### config.mk
export PLATFORM = sky130hd
export DESIGN_NAME = regbank_onehot_flat
export DESIGN_NICKNAME = d
export VERILOG_FILES = /design/src/rtl/regbank_onehot_if.sv /design/src/rtl/regbank_onehot.sv /design/src/flat_wrapper.sv
export SDC_FILE = /design/constraint.sdc
export NUM_CORES = 1
export LEC_CHECK = 0
export ABC_AREA = 0
export CAP_MARGIN = 15
export CELL_PAD_IN_SITES_DETAIL_PLACEMENT = 1
export CELL_PAD_IN_SITES_GLOBAL_PLACEMENT = 2
export CORE_ASPECT_RATIO = 0.5
export CORE_MARGIN = 3
export CORE_UTILIZATION = 35
export CTS_BUF_LIST = sky130_fd_sc_hd__clkbuf_8
export DETAILED_ROUTE_END_ITERATION = 16
export GPL_TIMING_DRIVEN = 0
export HOLD_SLACK_MARGIN = 0.06
export PLACE_DENSITY_LB_ADDON = 0.1
export SETUP_SLACK_MARGIN = 0.3
export SLEW_MARGIN = 20
export SYNTH_ARGS = -nofsm -noshare
export SYNTH_HDL_FRONTEND = slang
export SYNTH_SLANG_ARGS = --single-unit
### constraint.sdc
create_clock -name clk -period 4.8 [get_ports clk]
set_input_delay 1.2 -clock clk [delete_from_list [all_inputs] [get_ports clk]]
set_output_delay 1.2 -clock clk [all_outputs]
set_load 0.05 [all_outputs]
### src/rtl/regbank_onehot_if.sv
`default_nettype none
// +------------------------------------------------------------------------+
// | Module      : regbank_onehot_if                                        |
// | Description : Write/read/error bus of the one-hot register bank.       |
// |               master = control/decoder side, slave = register bank.    |
// | Revision    : 1.0 - initial release                                    |
// +------------------------------------------------------------------------+
interface regbank_onehot_if #(
   parameter int WIDTH = 16
);
   logic             wr_en;
   logic [15:0]      wr_sel;
   logic [WIDTH-1:0] wr_data;
   logic [3:0]       rd_addr_a;
   logic [3:0]       rd_addr_b;
   logic [WIDTH-1:0] rd_data_a;
   logic [WIDTH-1:0] rd_data_b;
   logic             err_clr;
   logic             sel_err;

   modport master (
      output wr_en,
      output wr_sel,
      output wr_data,
      output rd_addr_a,
      output rd_addr_b,
      output err_clr,
      input  rd_data_a,
      input  rd_data_b,
      input  sel_err
   );

   modport slave (
      input  wr_en,
      input  wr_sel,
      input  wr_data,
      input  rd_addr_a,
      input  rd_addr_b,
      input  err_clr,
      output rd_data_a,
      output rd_data_b,
      output sel_err
   );
endinterface
`default_nettype wire

### src/rtl/regbank_onehot.sv
`default_nettype none
// +------------------------------------------------------------------------+
// | Module      : regbank_onehot                                           |
// | Description : 16 x WIDTH register bank written through a one-hot       |
// |               select, two registered read ports, sticky error flag     |
// |               for non-one-hot write selects.                           |
// |               Macro REGBANK_BYPASS_EN: when defined, a read of the     |
// |               register being written returns the new data; otherwise   |
// |               it returns the old contents.                             |
// | Revision    : 1.0 - initial release                                    |
// +------------------------------------------------------------------------+
module regbank_onehot #(
   parameter int WIDTH = 16
) (
   input  logic              clk,
   input  logic              reset,
   regbank_onehot_if.slave   bus
);
   localparam int c_num_regs = 16;

   logic [WIDTH-1:0] r_regs [c_num_regs];
   logic [WIDTH-1:0] r_rd_data_a;
   logic [WIDTH-1:0] r_rd_data_b;
   logic             r_sel_err;

   logic             w_sel_onehot;
   logic             w_wr_valid;
   logic             w_wr_bad;
   logic             w_fwd_a;
   logic             w_fwd_b;

   // Exactly one bit set: non-zero and clearing the lowest set bit leaves zero.
   assign w_sel_onehot = (bus.wr_sel != 16'h0000) &&
                         ((bus.wr_sel & (bus.wr_sel - 16'd1)) == 16'h0000);
   assign w_wr_valid   = bus.wr_en &  w_sel_onehot;
   assign w_wr_bad     = bus.wr_en & ~w_sel_onehot;

`ifdef REGBANK_BYPASS_EN
   // Forward only genuine writes; a malformed select never forwards.
   assign w_fwd_a = w_wr_valid & bus.wr_sel[bus.rd_addr_a];
   assign w_fwd_b = w_wr_valid & bus.wr_sel[bus.rd_addr_b];
`else
   assign w_fwd_a = 1'b0;
   assign w_fwd_b = 1'b0;
`endif

   // Register array: cleared on reset, otherwise updated by a qualified write.
   always_ff @(posedge clk) begin
      if (reset) begin
         for (int i = 0; i < c_num_regs; i++) begin
            r_regs[i] <= '0;
         end
      end else if (w_wr_valid) begin
         for (int i = 0; i < c_num_regs; i++) begin
            if (bus.wr_sel[i]) begin
               r_regs[i] <= bus.wr_data;
            end
         end
      end
   end

   // Registered read ports, with optional same-cycle write forwarding.
   always_ff @(posedge clk) begin
      if (reset) begin
         r_rd_data_a <= '0;
         r_rd_data_b <= '0;
      end else begin
         r_rd_data_a <= w_fwd_a ? bus.wr_data : r_regs[bus.rd_addr_a];
         r_rd_data_b <= w_fwd_b ? bus.wr_data : r_regs[bus.rd_addr_b];
      end
   end

   // Sticky select error: reset wins, then a new error, then the clear.
   always_ff @(posedge clk) begin
      if (reset) begin
         r_sel_err <= 1'b0;
      end else if (w_wr_bad) begin
         r_sel_err <= 1'b1;
      end else if (bus.err_clr) begin
         r_sel_err <= 1'b0;
      end
   end

   assign bus.rd_data_a = r_rd_data_a;
   assign bus.rd_data_b = r_rd_data_b;
   assign bus.sel_err   = r_sel_err;
endmodule
`default_nettype wire

### src/flat_wrapper.sv
// flat-port wrapper written by rule: the top's interface ports become plain ports
module regbank_onehot_flat 
#(
   parameter int WIDTH = 16
)
  (clk, reset, bus_wr_en, bus_wr_sel, bus_wr_data, bus_rd_addr_a, bus_rd_addr_b, bus_err_clr, bus_rd_data_a, bus_rd_data_b, bus_sel_err);
  regbank_onehot_if #(.WIDTH(WIDTH)) bus_i ();
  input  logic clk;
  input  logic reset;
  input wire logic [$bits(bus_i.wr_en)-1:0] bus_wr_en;
  input wire logic [$bits(bus_i.wr_sel)-1:0] bus_wr_sel;
  input wire logic [$bits(bus_i.wr_data)-1:0] bus_wr_data;
  input wire logic [$bits(bus_i.rd_addr_a)-1:0] bus_rd_addr_a;
  input wire logic [$bits(bus_i.rd_addr_b)-1:0] bus_rd_addr_b;
  input wire logic [$bits(bus_i.err_clr)-1:0] bus_err_clr;
  output wire logic [$bits(bus_i.rd_data_a)-1:0] bus_rd_data_a;
  output wire logic [$bits(bus_i.rd_data_b)-1:0] bus_rd_data_b;
  output wire logic [$bits(bus_i.sel_err)-1:0] bus_sel_err;
  assign bus_i.wr_en = bus_wr_en;
  assign bus_i.wr_sel = bus_wr_sel;
  assign bus_i.wr_data = bus_wr_data;
  assign bus_i.rd_addr_a = bus_rd_addr_a;
  assign bus_i.rd_addr_b = bus_rd_addr_b;
  assign bus_i.err_clr = bus_err_clr;
  assign bus_rd_data_a = bus_i.rd_data_a;
  assign bus_rd_data_b = bus_i.rd_data_b;
  assign bus_sel_err = bus_i.sel_err;
  regbank_onehot #(.WIDTH(WIDTH)) u_core (.clk(clk), .reset(reset), .bus(bus_i));
endmodule
After elaboration in Yosys (flattened, before gate mapping)
Memory sizes are Yosys's and may differ from the RTL's. A register that Yosys moved wholly into a read port is not among the register bits.
Index checks and enable logic that the tools add are counted.
{ "word_totals": {"regBits": 1, "ramBits": 256, "in_bits": 44, "output_inout_bits": 33, "mem_count": 1} }
{ "op_classes": {"add_sub_neg": 1, "n_mux": 84, "bitwise_logic": 20, "n_reduce_logical": 4} }
{ "mem_list": {"columns": ["name", "depth", "word_bits", "rd", "rd_clocked_by_memory_dff", "wr", "line", "text"], "rows": [
  ["u_core.r_regs", 16, 16, 2, 2, 16, "regbank_onehot.sv:21", "logic [WIDTH-1:0] r_regs [c_num_regs];"]
]} }
{ "op_table": {"columns": ["cell", "n"], "rows": [
  ["$mux W16", 16],
  ["$mux W1", 68],
  ["$and A16 B16 Y16", 1],
  ["$logic_not A16 Y1", 1],
  ["$or A1 B1 Y1", 16],
  ["$reduce_bool A16 Y1", 1],
  ["$sub A16 B1 Y16 const B", 1],
  ["$and A1 B1 Y1", 2],
  ["$reduce_bool A2 Y1", 1],
  ["$logic_and A1 B1 Y1", 1],
  ["$not A1 Y1", 1]
]} }

Logic depth before layout (Yosys ltp)
Gate-level depths: netlist of the first run.
{ "logic_depth": {"ltp_word": 9, "depth_mapped": 9, "depth_no_buf": 6} }

Least setup slack after synthesis of the first run
No wires, ideal clock.
{ "synth_path": {"path_type": "in2reg", "startpoint": "input bus_wr_sel[0]", "endpoint": "memory u_core.r_regs[10][0] (enable)", "setup_time_ps": 367, "t_arrival_ps": 3497, "setup_slack_ps": 936, "path_stages": 8, "path_buffers": 2, "path_cell_list": "or4_1 > buf_2 > or4_1 > a211oi_1 > o22a_2 > and3_1 > clkbuf_1 > a21o_1"} }
{ "synth_lines": {"columns": ["element", "line", "text"], "rows": [
  ["from (decl)", "flat_wrapper.sv:11", "input wire logic [$bits(bus_i.wr_sel)-1:0] bus_wr_sel;"],
  ["to (decl)", "regbank_onehot.sv:21", null]
]} }

==> flow_metrics.env, run 1 <==
export IMPL_status="finished clean"
export IMPL_critical_path_endpoint_type="flip-flop"
export IMPL_synth_top_area_frac=0.5560
export IMPL_dr_total_vias=8033
export IMPL_crit_fanout=16
export IMPL_slew_viol_final=0
export IMPL_synth_edf_count=256
export IMPL_cts_max_path_buffers=3
export IMPL_cts_buffers=46
export IMPL_power_density_nw_per_um2=360.6
export IMPL_synth_nets=847
export IMPL_portBuffers=67
export IMPL_tightest_slew_ns=1.044
export IMPL_htreeDepth=2
export IMPL_fmax_mhz=235.3
export IMPL_clockPowerShare=0.343
export IMPL_final_cells=1477
export IMPL_syn_inst=803
export IMPL_critical_path_arrival_ns=4.48
export IMPL_async_flop_share=0
export IMPL_place_congestion=0.7732
export IMPL_syn_area_per_cell_um2=17.22
export IMPL_hold_worst_slack_ns=0.6305
export IMPL_final_util=0.4206
export IMPL_fin_crit_ns=4.249
export IMPL_dieArea_um2=42070
export IMPL_top_level_ports=77
export IMPL_grt_pass1_vias=8832
export IMPL_cts_root_buf="clkbuf_8"
export IMPL_p_leak_nw=5.273
export IMPL_grt_pass1_wl_mm=60.97
export IMPL_nNetsFinal=963
export IMPL_multi_input_area_um2=5080
export IMPL_synth_most_common_cell="edfxtp_1"
export IMPL_swShare=0.2660
export IMPL_required_ns=5.03
export IMPL_cap_viol_max_count=0
export IMPL_ys_flop_type="edfxtp_1"
export IMPL_skew_ns=0.01073
export IMPL_internal_power_mw=4.248
export IMPL_slew_headroom=0.3043
export IMPL_drive_gt1_frac=0.2918
export IMPL_die_x_um=287.1
export IMPL_drc=0
export IMPL_placed_area_um2=15170
export IMPL_p_seq_frac=0.514
export IMPL_overflow=0
export IMPL_clk_latency_ns=0.58
export IMPL_power_total_mw=5.788
export IMPL_min_path_type="reg -> reg"
export IMPL_drt_pass1_iter_count=5
export IMPL_post_cts_buffers=0
export IMPL_dpl_worst_slack_ns=-0.3076
export IMPL_synth_area_um2=13830
export IMPL_crit_type="in -> reg"
export IMPL_seq_area_um2=8348
export IMPL_timing_final_crit_share=0.8853
export IMPL_ir_worst_vdd_mv=0.1427
export IMPL_rsz0062_at_grt="no"
export IMPL_dpl_hpwl_mm=30.14
export IMPL_yosysTopAreaCell="edfxtp_1"
export IMPL_dp_cells=1391
export IMPL_start_util=0.3623
export IMPL_wl_per_cell_um=28.68
export IMPL_ys_types=36
export IMPL_hold_viol_final=0
export IMPL_cts_tree="done"
export IMPL_ant_nets=0
export IMPL_viasPerCell=5.439
export IMPL_clk_pin_slew_ns=0.07
export IMPL_antenna_found_initial=1
export IMPL_startpoint_type="primary input"
export IMPL_routed_wl_mm=42.36
export IMPL_setup_ws_ns=0.5506
export IMPL_ys_seq_area_frac=0.6038
export IMPL_synth_common_cells="edfxtp_1, mux4_2, nor2_1, clkbuf_1, nor2b_1"
export IMPL_yosys_warnings=0
export IMPL_combPwrFrac=0.143
export IMPL_grt_max_degree=17
export IMPL_setup_viol=0
export IMPL_rows=50
export IMPL_die_h_um=146.5
export IMPL_clkSinkCount=289
export IMPL_track_usage=0.2055
export IMPL_p_sw_mw=1.539
export IMPL_fin_tns_setup_ns=0
export IMPL_num_fill_cells=3811
export IMPL_ys_seq_elements=289
export IMPL_synth_area_leaders="edfxtp_1, mux4_2, dfxtp_1, nor2_1, nor2b_1"
export IMPL_design_area_um2=16050
export IMPL_drt_first_iter_violations=794
export IMPL_core_area_um2=38160
export IMPL_syn_to_final_growth_pct=16.09
[power groups by stage]
stage	clock network (mW)	logic (mW)	registers, mW
after global placement	0	0.833	3.02
after CTS	2.03	0.840	2.98
after detailed placement	0	0.837	3.03
final	1.98	0.826	2.98
after floorplan	0	0.427	3.11
after global routing	2.14	0.869	3.00
[cell usage in the layout, fill, tap and decap left out, drive strengths merged]
cell type,netlist,layout
buf,31,27
a221oi,1,1
a2111oi,1,1
o211ai,1,1
or3,2,2
nor2b,34,34
clkbuf,43,99
edfxtp,256,256
o22a,1,1
and3,1,1
a211oi,1,1
diode,0,1
nand4,10,10
mux4,160,160
clkinv,0,14
nand3,1,1
inv,16,35
nor2,163,163
a21oi,1,1
nand2,1,1
dfxtp,33,33
clkinvlp,0,1
xor2,1,1
nand2b,26,26
maj3,2,2
nor4b,1,1
clkdlybuf4s50,0,67
a21o,6,6
nor4,2,2
a21boi,1,1
nor3,2,2
o221a,1,1
o21ba,1,1
or4,3,3
[state kept, by name, indices dropped and copies added (netlist names)]
signal                cells
u_core.r_regs           256
u_core.bus.rd_data_a     16
u_core.bus.sel_err        1
u_core.bus.rd_data_b     16
[area by class of cell]
cell class | instances | area share
Timing Repair Buffer | 68 | 0.04249
Multi-Input combinational cell | 424 | 0.3165
Buffer | 74 | 0.02432
Antenna cell | 1 | 0.0001559
Clock inverter | 34 | 0.008419
Sequential cell | 289 | 0.5201
Tap cell | 520 | 0.04054
Clock buffer | 51 | 0.04373
Inverter | 16 | 0.003742
[worst paths after layout]
path	startpoint	end	slack [ns]	cells past startpoint
worst min register to register	u_core.bus.sel_err	u_core.bus.sel_err	0.63	2
worst max register to register	u_core.r_regs[14][1]	u_core.bus.rd_data_a[1]	3.03	3
worst max-delay path	bus_wr_sel[1]	u_core.r_regs[9][11]	0.55	8
worst min-delay path	u_core.bus.sel_err	u_core.bus.sel_err	0.63	2
[critical path, stage by stage]
cell	delay, ns
clkdlybuf4s50_1	0.52
or4_1	0.53
buf_2	0.17
or4_1	0.48
a211oi_1	0.25
o22a_2	0.22
nand4_1	0.52
nand2b_4	0.57
[routing by layer]
layer,wire length (µm),vias to the layer above,global-route usage
li1,-,3411,-
met1,19070,4347,0.2859
met2,20510,208,0.3362
met3,1705,67,0.03385
met4,1066,0,0.05589
met5,0,-,0
[logic make-up (layout without fill, tap and decap cells)]
| group | after synthesis | in the layout | synth area share |
|---|---|---|---|
| AOI/OAI and AO/OA | 15 | 15 | 0.008779 |
| xor gates and xnor gates | 1 | 1 | 0.0006336 |
| adders and majority gates | 2 | 2 | 0.001448 |
| buffers and inverters | 90 | 243 | 0.03149 |
| DFF | 289 | 289 | 0.6038 |
| muxes | 160 | 160 | 0.2606 |
| other | 0 | 1 | 0 |
| and+or+nand+nor | 246 | 246 | 0.09321 |
[timing repair]
| action | CTS | global route |
|---|---|---|
| setup endpoints to repair | 11 | 160 |
| hold buffers | 0 | 0 |
| resized for setup | 1 | 10 |
| cloned | 0 | 0 |
Power figures use the tool's default switching activity.
==> run 2, diff against run 1 <==
CTS_BUF_LIST = sky130_fd_sc_hd__clkbuf_8 sky130_fd_sc_hd__clkbuf_16   (was sky130_fd_sc_hd__clkbuf_8)
REMOVE_ABC_BUFFERS = 1   (was default)
==> run 2 against run 1 <==
Against the previous run:
- sequential share of layout area down 1.7 points
- wire length down 2.8%
- clock-buffer cell count down 17
- via count down 2.4%
- fmax down 2.9%
- non-clock buffer count down 25
- sequential power about the same
- largest power group unchanged
==> flow_metrics.env, run 2 (same netlist as run 1, synthesis figures left out) <==
export IMPL_cts_buffers=30
export IMPL_drt_first_iter_violations=759
export IMPL_slew_headroom=0.3753
export IMPL_fmax_mhz=228.5
export IMPL_slew_viol_final=0
export IMPL_setup_ws_ns=0.4236
export IMPL_power_density_nw_per_um2=369.9
export IMPL_largest_reg_flops=256
export IMPL_routed_wl_mm=41.18
export IMPL_track_usage=0.1984
export IMPL_drive_gt1_frac=0.3215
export IMPL_diodes=0
export IMPL_core_area_um2=38160
export IMPL_final_cell_mix="edfxtp_1, mux4_2, nor2_1"
export IMPL_critPathSlowestCell="or4_1"
export IMPL_dpl_hpwl_mm=24.27
export IMPL_min_path_type="reg -> reg"
export IMPL_crit_fanout=16
export IMPL_num_fill_cells=3658
export IMPL_viasPerCell=5.514
export IMPL_top_level_ports=77
export IMPL_cts_max_path_buffers=3
export IMPL_wl_per_cell_um=28.96
export IMPL_status="finished clean"
export IMPL_skew_ns=0.01033
export IMPL_cpPeakStageDelay_ns=0.66
export IMPL_place_congestion=0.6975
export IMPL_design_area_um2=16590
export IMPL_startpoint_type="primary input"
export IMPL_clkSinkCount=289
export IMPL_antenna_found_initial=0
export IMPL_drc=0
export IMPL_path_cells="clkdlybuf4s50_1 -> or4_1 -> or4_1 -> a21oi_1 -> o221a_2 -> and3_1 -> a21o_4"
export IMPL_timing_final_crit_share=0.9117
export IMPL_critical_path_endpoint_type="flip-flop"
export IMPL_layout_commonest_cell="edfxtp_1"
export IMPL_syn_to_final_growth_pct=19.96
export IMPL_dpl_worst_slack_ns=-0.7426
export IMPL_clk_latency_ns=0.57
export IMPL_dr_total_vias=7841
export IMPL_placed_area_um2=15130
export IMPL_cts_root_buf="clkbuf_16"
export IMPL_final_cells=1422
export IMPL_fin_crit_ns=4.376
export IMPL_hold_buffers=0
export IMPL_grt_pass1_wl_mm=60.17
export IMPL_tightest_slew_ns=0.9341
export IMPL_rsz0062_at_grt="no"
export IMPL_p_leak_nw=5.547
export IMPL_die_h_um=146.5
export IMPL_htreeDepth=1
export IMPL_ant_nets=0
export IMPL_path_common_cell="or4_1"
export IMPL_die_x_um=287.1
export IMPL_cap_viol_max_count=0
export IMPL_rows=50
export IMPL_dieArea_um2=42070
export IMPL_cts_tree="done"
export IMPL_clk_pin_slew_ns=0.07
export IMPL_start_util=0.3623
export IMPL_portBuffers=76
export IMPL_crit_type="in -> reg"
export IMPL_drt_pass1_iter_count=5
export IMPL_required_ns=5.01
export IMPL_hold_worst_slack_ns=0.6153
export IMPL_ir_worst_vdd_mv=0.2340
export IMPL_hold_viol_final=0
export IMPL_setup_viol=0
export IMPL_grt_max_degree=42
export IMPL_top_register="u_core.r_regs"
export IMPL_nNetsFinal=922
export IMPL_power_total_mw=6.135
export IMPL_grt_pass1_vias=8719
export IMPL_dp_cells=1336
export IMPL_overflow=0
export IMPL_critical_path_arrival_ns=4.58
run 2: cell count changes in the layout (fill, tap and decap cells not counted), moves of 7 or more:
cell / before / now
clkbuf_16: 0 / 31
clkbuf_8: 51 / 3
clkinv_1: 11 / 0
clkbuf_1: 43 / 0
nand2b_2: 9 / 1
buf_12: 1 / 16
buf_6: 11 / 3
buf_4: 1 / 19
buf_16: 0 / 7
nand2b_4: 1 / 9
run 2: layout make-up:
class / instances / area [µm²] / share of cell area
Inverter: 16 / 60.06 / 0.003621
Clock buffer: 34 / 817.0 / 0.04926
Multi-Input combinational cell: 424 / 5165 / 0.3114
Clock inverter: 22 / 150.1 / 0.009053
Tap cell: 520 / 650.6 / 0.03923
Timing Repair Buffer: 117 / 1395 / 0.08411
Sequential cell: 289 / 8348 / 0.5033
run 2: power breakdown:
part	internal, mW	switching [mW]
logic	0.403	0.433
clock network	1.32	1.00
registers	2.91	0.0716
total	4.63	1.51
run 2: critical path, delay by kind of cell:
family	cells	cell delay, ns
AOI/OAI and AO/OA	3	1.22
buffers and inverters	1	0.50
and+or+nand+nor	3	1.62
run 2: path summary, 6_finish.rpt:
path / endpoint / slack, ns / startpoint / depth (start not counted)
hold reg to reg: u_core.bus.sel_err / 0.62 / u_core.bus.sel_err / 2
setup / recovery: u_core.r_regs[15][10] / 0.42 / bus_wr_sel[1] / 7
hold / removal: u_core.bus.sel_err / 0.62 / u_core.bus.sel_err / 2
setup reg to reg: u_core.bus.rd_data_b[6] / 3.08 / u_core.r_regs[14][6] / 3
run 2: per-layer routing:
layer	routed length (µm)	global-route usage
met3	2156	0.02855
met4	480	0.02846
met5	0	0
met2	20040	0.3314
met1	18500	0.2831
run 2: metrics by stage:
step	util	TNS, ns
after detailed placement	0.3964	-134.15
after floorplan	-	0
after global routing	0.4346	0
after global placement	0.3894	-366.57
after CTS	0.4317	0
final	0.4346	0
run 2: repair_timing:
item                                    CTS  global route
endpoints found under the setup margin  262           208
pin swaps                                 3             3
hold endpoints to repair                  0             0
resized for setup                         9             7
buffers inserted                         23             7
